===== config.mk =====
export PLATFORM = sky130hd
export DESIGN_NAME = l1d_responder
export DESIGN_NICKNAME = d
export VERILOG_FILES = /design/src/rtl/l1d_responder.sv
export SDC_FILE = /design/constraint.sdc
export NUM_CORES = 1
export LEC_CHECK = 0
export CORE_UTILIZATION = 29
export DETAILED_ROUTE_END_ITERATION = 12
export PLACE_DENSITY = 0.52
export SLEW_MARGIN = 20
export SYNTH_ARGS = -nofsm -noshare
export SYNTH_HDL_FRONTEND = slang
export SYNTH_SLANG_ARGS = --single-unit

===== constraint.sdc =====
create_clock -name clk -period 12.3 [get_ports clk]
set_input_delay 3.075 -clock clk [delete_from_list [all_inputs] [get_ports clk]]
set_output_delay 3.075 -clock clk [all_outputs]
set_load 0.005 [all_outputs]

===== src/rtl/l1d_responder.sv =====
// l1d_responder: direct-mapped, write-back, write-allocate L1 data cache.
//   8 lines x 128 bits, 9-bit tag, valid and dirty bit per line.
//   Hits complete with zero wait states (mem_resp is combinational in IDLE).
//   A miss writes back a dirty victim first, then fills the line from pmem
//   and re-checks the request in IDLE, where it hits.
//
// Ports
//   clk, reset        sole clock; synchronous active-high reset
//   mem_*             CPU side: 16-bit byte address, read/write, 2 byte lanes
//   pmem_*            downstream side: 128-bit line read/write, pmem_resp done
//   hit_count,
//   miss_count        16-bit saturating performance counters
//
// Build option
//   L1D_PERF_EN       when defined, the hit/miss counters are implemented;
//                     when undefined they are tied to zero with no flops.
//
// state     | meaning
// ST_IDLE   | serve hits; on a miss pick WRITEBACK (dirty victim) or ALLOCATE
// ST_WRBACK | write the dirty victim line to pmem, wait for pmem_resp
// ST_ALLOC  | read the requested line from pmem, wait for pmem_resp, fill

module l1d_responder (
  input  logic          clk,
  input  logic          reset,
  input  logic [15:0]   mem_address,
  input  logic          mem_read,
  input  logic          mem_write,
  input  logic [1:0]    mem_byte_enable,
  input  logic [15:0]   mem_wdata,
  output logic          mem_resp,
  output logic [15:0]   mem_rdata,
  output logic [15:0]   pmem_address,
  output logic          pmem_read,
  output logic          pmem_write,
  output logic [127:0]  pmem_wdata,
  input  logic [127:0]  pmem_rdata,
  input  logic          pmem_resp,
  output logic [15:0]   hit_count,
  output logic [15:0]   miss_count
);

  typedef enum logic [1:0] {
    ST_IDLE   = 2'd0,
    ST_WRBACK = 2'd1,
    ST_ALLOC  = 2'd2
  } state_t;

  state_t r_state;
  state_t w_state_nx;

  logic [127:0] r_data [8];
  logic [8:0]   r_tag  [8];
  logic [7:0]   r_valid;
  logic [7:0]   r_dirty;

  logic [8:0]   w_tag;
  logic [2:0]   w_index;
  logic [2:0]   w_word;
  logic         w_unused_addr0;
  logic         w_req;
  logic         w_hit;
  logic         w_wr_hit;
  logic         w_miss_start;
  logic         w_wb_done;
  logic         w_fill;

  assign w_tag          = mem_address[15:7];
  assign w_index        = mem_address[6:4];
  assign w_word         = mem_address[3:1];
  assign w_unused_addr0 = mem_address[0];

  assign w_req        = mem_read | mem_write;
  assign w_hit        = (r_state == ST_IDLE) && w_req && r_valid[w_index]
                        && (r_tag[w_index] == w_tag);
  // read+write together is a write
  assign w_wr_hit     = w_hit && mem_write;
  assign w_miss_start = (r_state == ST_IDLE) && w_req && !w_hit;
  assign w_wb_done    = (r_state == ST_WRBACK) && pmem_resp;
  assign w_fill       = (r_state == ST_ALLOC) && pmem_resp;

  assign mem_resp   = w_hit;
  assign mem_rdata  = r_data[w_index][{w_word, 4'b0000} +: 16];
  assign pmem_wdata = r_data[w_index];

  always_comb begin
    w_state_nx   = r_state;
    pmem_read    = 1'b0;
    pmem_write   = 1'b0;
    pmem_address = {w_tag, w_index, 4'b0000};
    case (r_state)
      ST_IDLE: begin
        if (w_miss_start) begin
          if (r_valid[w_index] && r_dirty[w_index]) w_state_nx = ST_WRBACK;
          else                                      w_state_nx = ST_ALLOC;
        end
      end
      ST_WRBACK: begin
        pmem_write   = 1'b1;
        pmem_address = {r_tag[w_index], w_index, 4'b0000};
        if (pmem_resp) w_state_nx = ST_ALLOC;
      end
      ST_ALLOC: begin
        pmem_read = 1'b1;
        if (pmem_resp) w_state_nx = ST_IDLE;
      end
      default: w_state_nx = ST_IDLE;
    endcase
  end

  always_ff @(posedge clk) begin
    if (reset) begin
      r_state <= ST_IDLE;
      r_valid <= '0;
      r_dirty <= '0;
    end else begin
      r_state <= w_state_nx;
      if (w_wr_hit && (mem_byte_enable != 2'b00)) r_dirty[w_index] <= 1'b1;
      if (w_wb_done) r_dirty[w_index] <= 1'b0;
      if (w_fill) begin
        r_valid[w_index] <= 1'b1;
        r_dirty[w_index] <= 1'b0;
      end
    end
  end

  // Data and tag arrays carry no reset; valid bits guard their contents.
  always_ff @(posedge clk) begin
    if (w_fill) begin
      r_data[w_index] <= pmem_rdata;
      r_tag[w_index]  <= w_tag;
    end else if (w_wr_hit) begin
      if (mem_byte_enable[0])
        r_data[w_index][{w_word, 4'b0000} +: 8] <= mem_wdata[7:0];
      if (mem_byte_enable[1])
        r_data[w_index][{w_word, 4'b1000} +: 8] <= mem_wdata[15:8];
    end
  end

`ifdef L1D_PERF_EN
  logic [15:0] r_hit_count;
  logic [15:0] r_miss_count;

  always_ff @(posedge clk) begin
    if (reset) begin
      r_hit_count  <= '0;
      r_miss_count <= '0;
    end else begin
      if (w_hit && (r_hit_count != 16'hFFFF))
        r_hit_count <= r_hit_count + 16'd1;
      if (w_miss_start && (r_miss_count != 16'hFFFF))
        r_miss_count <= r_miss_count + 16'd1;
    end
  end

  assign hit_count  = r_hit_count;
  assign miss_count = r_miss_count;
`else
  assign hit_count  = 16'h0000;
  assign miss_count = 16'h0000;
`endif

endmodule


==> impl_metrics.toml <==
[route]
drt_iter0_markers = 3121
drt-vias-per-instance = 5.37
postRouteAntennaNets = 0
via_count = 27572
drc = 0
wire_per_inst_um = 31.4
wl_mm = 161
dr.pass1.iters = 5

[cts]
cts-root-buf = "clkbuf_16"
cts_sinks = 1114
cts_resized = 0
cts_made_buffers = 113
clock_latency_ns = 0.73
cts.path.max_buffers = 3
postCtsSetupBuffers = 0
htreeDepth = 3
clkTransAtPathRegs_ns = 0.06
cts_tree = "yes"
hold_buffers = 0

[sta]
setup_tns_ns = 0
period_share = 0.850
setup_violations = 0
worstMarginPinSlew_ns = 1.20
timing.fmax_ghz = 0.0957
finalHoldViolations = 0
rsz0062_at_grt = "no"
period_minus_slack_ns = 10.45
max_slew_margin = 0.198
clock_skew_ns = 0.0299
slew_viol_final = 0

[setup_path]
r2r_cells = 6
ff2ff_setup_slack_ns = 7.70
cp_max_fo = 50
r2r-start = "r_tag[1][8]"
cp-start-kind = "primary input"
worstSetupPathType = "in2out"
reg2reg_to = "r_data[6][17]"
cp_data_required_time_ns = 9.22
critical_path_arrival_ns = 7.38
end_kind = "output port"

[synthesis]
yosysUniqueCellTypes = 58
yosysTopAreaCell = "edfxtp_1"
ys.flop_type = "edfxtp_1"
yosys_warnings = 0
synthCells = 2688
netlist.area_leader.share = 0.735
synth_area_leaders = "edfxtp_1 (73%), a22oi_1 (6.2%), mux2_2 (3.6%), mux4_2 (2.6%), a21oi_1 (1.6%)"
ys_seq_elements = 1114
synth_area_um2 = 44800
avgSynthCellArea_um2 = 16.7
synthArstFlopShare = 0
synth_edf_count = 1096
seq_area_frac_synth = 0.743

[floorplanning]
dieArea_um2 = 156000
start_util = 0.293
io_pins = 362
die_w_um = 395
die_y_um = 395
row_count = 143
coreArea_um2 = 153000

[power]
p_int_mw = 6.30
p_per_area_nw_per_um2 = 153
power_leakage_nw = 17.1
power.total_mw = 8.25
pwr-share-clk = 0.399
power.share.sequential = 0.512
swShare = 0.236
p_switching_mw = 1.95
combPwrFrac = 0.090
vdd_ir_drop_max_uv = 126

[global_routing]
grt_use_total = 0.201
antenna_found_initial = 22
grt.overflow.total = 0
grt_pass1_wl_mm = 219
grt_max_degree = 94
grt_pass1_vias = 26485

[placement]
placed_cells = 4927
placed_area_um2 = 50400
io_buffers = 324
gp_congestion = 0.821
dp_hpwl_mm = 108

[outcome]
status = "finished clean"

[worst_hold_path]
hp-start = "r_valid[5]"
hold_class = "reg2reg"
hold_path_depth = 2
min_to = "r_valid[5]"

[cells_and_area]
area_delta_synth_final_pct = 20.5
fin_util = 0.354
final_cell_count_no_fill = 5137
finalInstanceArea_um2 = 54000
final_nets = 3187
drive_above_1_share = 0.162

[flow_run]
drv_cap = 0
[kinds of logic (layout without fill, tap and decap cells)]
logic type,Yosys count,in the layout,share of synthesized area
adders and majority gates,7,7,0.00196
other,1,41,0.0000837
xor gates and xnor gates,5,5,0.000978
AOI/OAI and AO/OA,650,650,0.102
muxes,266,266,0.0795
buffers and inverters,250,629,0.0255
and+or+nand+nor,395,395,0.0470
DFF,1114,1114,0.743
[how the worst max path moves through the flow]
stage                    from            end  slack, ns
6_report       mem_address[4]       mem_resp       1.85
3_5_place_dp   mem_address[4]   mem_rdata[0]       1.86
5_1_grt        mem_address[4]       mem_resp       1.64
2_1_floorplan  mem_address[6]  mem_rdata[14]       3.45
4_1_cts        mem_address[4]   mem_rdata[0]       1.86
3_3_place_gp   mem_address[4]   mem_rdata[0]       1.86
[cells in the mapped netlist (6+ instances only)]
cell type	number
nor2b_1	10
mux2i_1	65
buf_1	23
ha_1	7
nand4_1	74
nor4_1	8
and3_1	33
buf_2	16
o21a_1	11
a22o_1	20
nand2_1	78
nor2_1	100
mux2_2	145
a21oi_1	146
buf_4	43
nor3_1	7
and2_1	9
dfxtp_1	18
a221o_1	11
nand2b_1	16
edfxtp_1	1096
mux4_2	52
a221oi_1	39
a22oi_1	371
nand3_1	30
nand4_2	6
o22ai_1	8
clkbuf_1	143
inv_1	20
o21ai_0	20
[flip-flops by register name, indices dropped and copies added (netlist names), named ones only]
name and count:
r_data 1024, r_state 2, r_tag 72, r_valid 8
[area by class of cell]
class / count / area [um2]
fillers: 14447 / 98600
flip-flops and latches: 1114 / 33300
multi-input cells: 1359 / 10700
repair buffers: 403 / 3920
clock buffers: 135 / 2930
well taps: 2030 / 2540
clock inverters: 69 / 514
inverters: 22 / 83.8
diodes: 5 / 12.5
[per-stage QoR]
step,hold WS (ns),setup WS (ns)
3_5_place_dp,0.455,1.86
3_3_place_gp,0.447,1.86
4_1_cts,0.470,1.86
6_report,0.464,1.85
2_1_floorplan,0.435,3.45
5_1_grt,0.492,1.64
[per-layer routing]
metal	vias up	track usage	wire, um	share of wire
met2	1417	0.327	77000	0.48
met1	14378	0.271	65300	0.41
met4	14	0.0477	3600	0.022
li1	11569	-	-	-
met5	-	0	85	0.00053
met3	194	0.0452	15200	0.094
[worst max-delay path, cell delays in order]
cell and delay (ns):
buf_4 0.66, nor2b_1 0.89, buf_4 0.34, a22oi_1 0.13, nand3b_1 0.14, nand4_2 0.28
or3_4 0.59, nor2_1 0.51, clkdlybuf4s50_1 0.63
[cell usage in the layout, fill, tap and decap left out, types with 8 or more instances in the layout]
cell type and count:
edfxtp_1 1096, a22oi_1 371, clkdlybuf4s50_1 320, mux2_2 145, a21oi_1 115, clkbuf_16 114
nor2_1 91, nand2_1 77, nand4_1 74, buf_4 73, mux2i_1 65, mux4_2 52
a221oi_1 39, conb_1 36, and3_1 33, a21oi_2 31, nand3_1 30, clkinv_1 29
clkinv_2 25, clkbuf_1 21, a22o_1 20, o21ai_0 19, inv_1 18, dfxtp_1 18
nand2b_1 16, a221o_1 11, o21a_1 11, nor2b_1 10, and2_1 8, o22ai_1 8
nor4_1 8, buf_12 8
[power by group through the flow]
stage	Clock (mW)	Combinational, mW	Sequential [mW]
floorplan	0	0.304	4.30
global route	3.47	0.773	4.22
detailed placement	0	0.742	4.30
CTS	3.33	0.745	4.22
finish	3.29	0.739	4.22
global placement	0	0.740	4.30
Note: power is estimated with default switching activity, not from simulation.
==> variant 1: new RTL, same settings <==
Build with the macro `L1D_PERF_EN` defined.
--- a/src/rtl/l1d_responder.sv
+++ b/src/rtl/l1d_responder.sv
@@ -19,6 +19,8 @@
 // ST_IDLE   | serve hits; on a miss pick WRITEBACK (dirty victim) or ALLOCATE
 // ST_WRBACK | write the dirty victim line to pmem, wait for pmem_resp
 // ST_ALLOC  | read the requested line from pmem, wait for pmem_resp, fill
+
+`define L1D_PERF_EN
 
 module l1d_responder (
   input  logic          clk,
Function: not settled (the Yosys comparison gave no result); the edit may change what the design does.
==> variant 1 against the original RTL <==
  * Sequential cell count up 32
  * Non-clock buffer count grew 18
  * Total power up 4.6%
  * Setup slack lost 0.31 ns
  * Count of clock-buffer cells in the layout grew 4
  * Via count up 3.8%
  * Wire length is 1.1% higher
  * Clock skew increased by 0.030 ns
  * Core utilization increased by 0.12 points
  * Area after synthesis is 1.6% higher
  * Clock power is 8.8% higher
  * Synthesized cell count is 4.8% higher
  * Design area increased by 2.6%
  * Sequential power is 2% higher
==> variant 1: results <==
{
  "outcome": "complete, no violations",
  "slowest_stage": "nor2_4",
  "cpLargestDelayFamily": "buffers and inverters",
  "fin_skew_ns": 0.0597,
  "clock_latency_ns": 0.76,
  "portBuffers": 356,
  "totalPowerFinal_mw": 8.63,
  "grt_pass1_vias": 27200,
  "min_path_type": "register to register",
  "whs_endpoint": "r_valid[6]",
  "dpl-instance-area_mm2": 0.0515,
  "ys_types": 74,
  "hold_path.startpoint": "r_valid[6]",
  "grt_use_total": 0.200,
  "synth-compound-area-share": 0.0987,
  "cp.arrival_ns": 7.68,
  "ys_seq_area_frac": 0.745,
  "r2r-end": "r_data[0][20]",
  "drive_gt1_frac": 0.145,
  "ys_top_cells_by_count": "edfxtp_1, a22oi_1, nor2_1, clkbuf_1, mux2_2",
  "vias": 28600,
  "ir_drop_uv": 110,
  "endpoint": "mem_rdata[0]",
  "gp_congestion": 0.816,
  "p_sw_mw": 2.04,
  "slowest_delay_ns": 0.83,
  "dp_hpwl_um": 107000,
  "yosys-mux-area-fraction": 0.0611,
  "grt_max_degree": 93,
  "critPathLaunch": "mem_address[6]",
  "cts_resized": 0,
  "finalNonFillerCells": 5326,
  "worst-setup-path-type": "input port to primary output",
  "worst_pin_slew_ns": 1.22,
  "synth-xor-area-share": 0.000962,
  "preCtsSetupSlack_ns": 1.67,
  "nets": 3337,
  "worstReg2RegStart": "r_tag[7][1]",
  "hold_depth": 2,
  "cp_max_fo": 31,
  "r2r_cells": 7,
  "grt_antenna_before_repair": 28,
  "grt_first_pass_wirelength_um": 221000,
  "drtIter0Drc": 3410,
  "holdWs_ns": 0.472,
  "power_leakage_nw": 17.2,
  "dr.pass1.iters": 6,
  "placed_cells_incl_taps": 5103,
  "pwr-share-seq": 0.501,
  "final.setup.worst_slack_ns": 1.54,
  "synthAdderAreaFrac": 0.00220,
  "cts_buffers": 115,
  "reg2reg_slack_ns": 7.71,
  "avgSynthCellArea_um2": 16.2,
  "pwr.group.combinational_uw": 732,
  "top_regs": "r_data x1024, r_tag x72",
  "wl_per_cell_um": 30.6,
  "synth_edf_count": 1096,
  "yosys-top-cells-area": "edfxtp_1, a22oi_1, mux2_2"
}
variant 1: changes by cell type after synthesis, sizes merged, moves of 28 or more:
cell / delta
mux2i: -41
nand4: +30
nor2: +159
dfxtp: +32
buf: -28
a22oi: +75
a21oi: -126
variant 1: layer usage:
metal,vias up,track usage,routed length (um)
met2,1496,0.311,74800
met3,245,0.0442,15500
met5,-,0,115
met4,18,0.0677,5050
li1,12100,-,-
met1,14700,0.276,67600
variant 1: cells by family after synthesis:
logic type | Yosys count
flip-flops | 1146
multiplexers | 210
AO/OA/AOI/OAI | 606
XOR/XNOR | 5
buffers and inverters | 205
adder cells (fa/ha/maj) | 8
other | 1
AND/OR/NAND/NOR | 635
variant 1: area by class of cell:
type                            count  area, um^2
Clock buffer                      139        3000
Sequential cell                  1146       33900
Timing Repair Buffer              421        4180
Antenna cell                        5        12.5
Fill cell                       14800      101000
Multi-Input combinational cell   1468       10800
Inverter                           10        37.5
Tap cell                         2058        2570
Clock inverter                     79         836
==> variant 2: new RTL, same flow settings <==
Without the edit above. Register the input `mem_wdata` before use, without a reset. The logic sees it one clock later. The other inputs are not delayed to match.
--- a/src/rtl/l1d_responder.sv
+++ b/src/rtl/l1d_responder.sv
@@ -45,6 +45,12 @@
     ST_WRBACK = 2'd1,
     ST_ALLOC  = 2'd2
   } state_t;
+
+  logic [15:0] mem_wdata_q;
+
+  always_ff @(posedge clk) begin
+    mem_wdata_q <= mem_wdata;
+  end
 
   state_t r_state;
   state_t w_state_nx;
@@ -131,9 +137,9 @@
       r_tag[w_index]  <= w_tag;
     end else if (w_wr_hit) begin
       if (mem_byte_enable[0])
-        r_data[w_index][{w_word, 4'b0000} +: 8] <= mem_wdata[7:0];
+        r_data[w_index][{w_word, 4'b0000} +: 8] <= mem_wdata_q[7:0];
       if (mem_byte_enable[1])
-        r_data[w_index][{w_word, 4'b1000} +: 8] <= mem_wdata[15:8];
+        r_data[w_index][{w_word, 4'b1000} +: 8] <= mem_wdata_q[15:8];
     end
   end
 
Function: not settled (the Yosys comparison gave no result); the edit may change what the design does.
==> variant 2 against the original RTL <==
  * Die area grew 2.1%
  * Largest cell class unchanged
  * Clock skew grew 0.012 ns
  * Combinational power grew 5.5%
  * Area after synthesis grew 2.1%
  * Count of clock-buffer cells in the layout grew 15
  * Non-clock buffer count grew 7
  * Total power grew 5.9%
  * Design area grew 2.6%
  * Sequential cell count grew 16
  * Setup slack lost 0.11 ns
  * Wire length grew 3.1%
  * Critical path type unchanged
==> variant 2: results <==
{
  "ys_top_cells_by_count": "edfxtp_1, a22oi_1, mux2_2, clkbuf_1, a21oi_1",
  "power_leakage_nw": 17.5,
  "dpl-instance-area_mm2": 0.0514,
  "critPathLaunch": "mem_address[6]",
  "synth-compound-area-share": 0.109,
  "pwr.group.combinational_uw": 780,
  "grt_pass1_vias": 27200,
  "slowest_stage": "buf_4",
  "final.setup.worst_slack_ns": 1.74,
  "ys_seq_area_frac": 0.735,
  "cp_max_fo": 61,
  "hold_path.startpoint": "r_valid[7]",
  "ys_types": 63,
  "p_seq_mw": 4.30,
  "power.share.switching": 0.238,
  "holdWs_ns": 0.466,
  "drive_gt1_frac": 0.175,
  "synthAdderAreaFrac": 0.00192,
  "viasPerCell": 5.46,
  "preCtsSetupSlack_ns": 1.76,
  "endpoint": "mem_rdata[14]",
  "yosys-top-cells-area": "edfxtp_1, mux2_2, a22oi_1",
  "outcome": "complete, no violations",
  "p_sw_mw": 2.08,
  "yosys-mux-area-fraction": 0.0846,
  "drtIter0Drc": 3357,
  "slowest_delay_ns": 0.84,
  "r2r-end": "r_data[0][3]",
  "grt_first_pass_wirelength_um": 225000,
  "placed_cells_incl_taps": 5030,
  "grt_max_degree": 91,
  "cts_buffers": 118,
  "r2r_cells": 8,
  "cp.arrival_ns": 7.48,
  "fin_skew_ns": 0.0419,
  "ir_drop_uv": 118,
  "clock_latency_ns": 0.76,
  "grt_use_total": 0.203,
  "reg2reg_slack_ns": 8.07,
  "relSlewSlack": 0.174,
  "top_regs": "r_data x1024, r_tag x72, mem_wdata_q x16",
  "syn_inst": 2775,
  "worstReg2RegStart": "r_valid[4]",
  "gp_congestion": 0.822,
  "nets": 3269,
  "dp_hpwl_um": 109000,
  "wl_per_cell_um": 31.6,
  "synth-xor-area-share": 0.000383,
  "vias": 28700
}
-- variant 2: changes by cell type after synthesis, sizes merged, moves of 13 or more --
cell    before  now
a221oi      39  112
a22o        20   62
nand2       80   55
dfxtp       18   34
or3          1   17
o21ai       21   58
a22oi      371  250
nand3       35   62
mux2       145  184
nand4       80   32
buf         85   98
nor3         7   21
-- variant 2: area by class of cell --
type | instances | area, um^2
Clock inverter | 69 | 797
Timing Repair Buffer | 410 | 3950
Fill cell | 14900 | 101000
Tap cell | 2058 | 2570
Sequential cell | 1130 | 33600
Inverter | 27 | 101
Multi-Input combinational cell | 1408 | 11200
Clock buffer | 150 | 3150
Antenna cell | 1 | 2.50
-- variant 2: layer usage --
layer,part of all wire,GRT usage
met5,0.00018,0
met4,0.031,0.0626
met1,0.42,0.279
met2,0.47,0.324
met3,0.086,0.0380
-- variant 2: tightest hold or removal path, cell delays in order (launching register included) --
cell and delay [ns]:
dfxtp_1 0.32, nor2_1 0.04, nor2_1 0.07
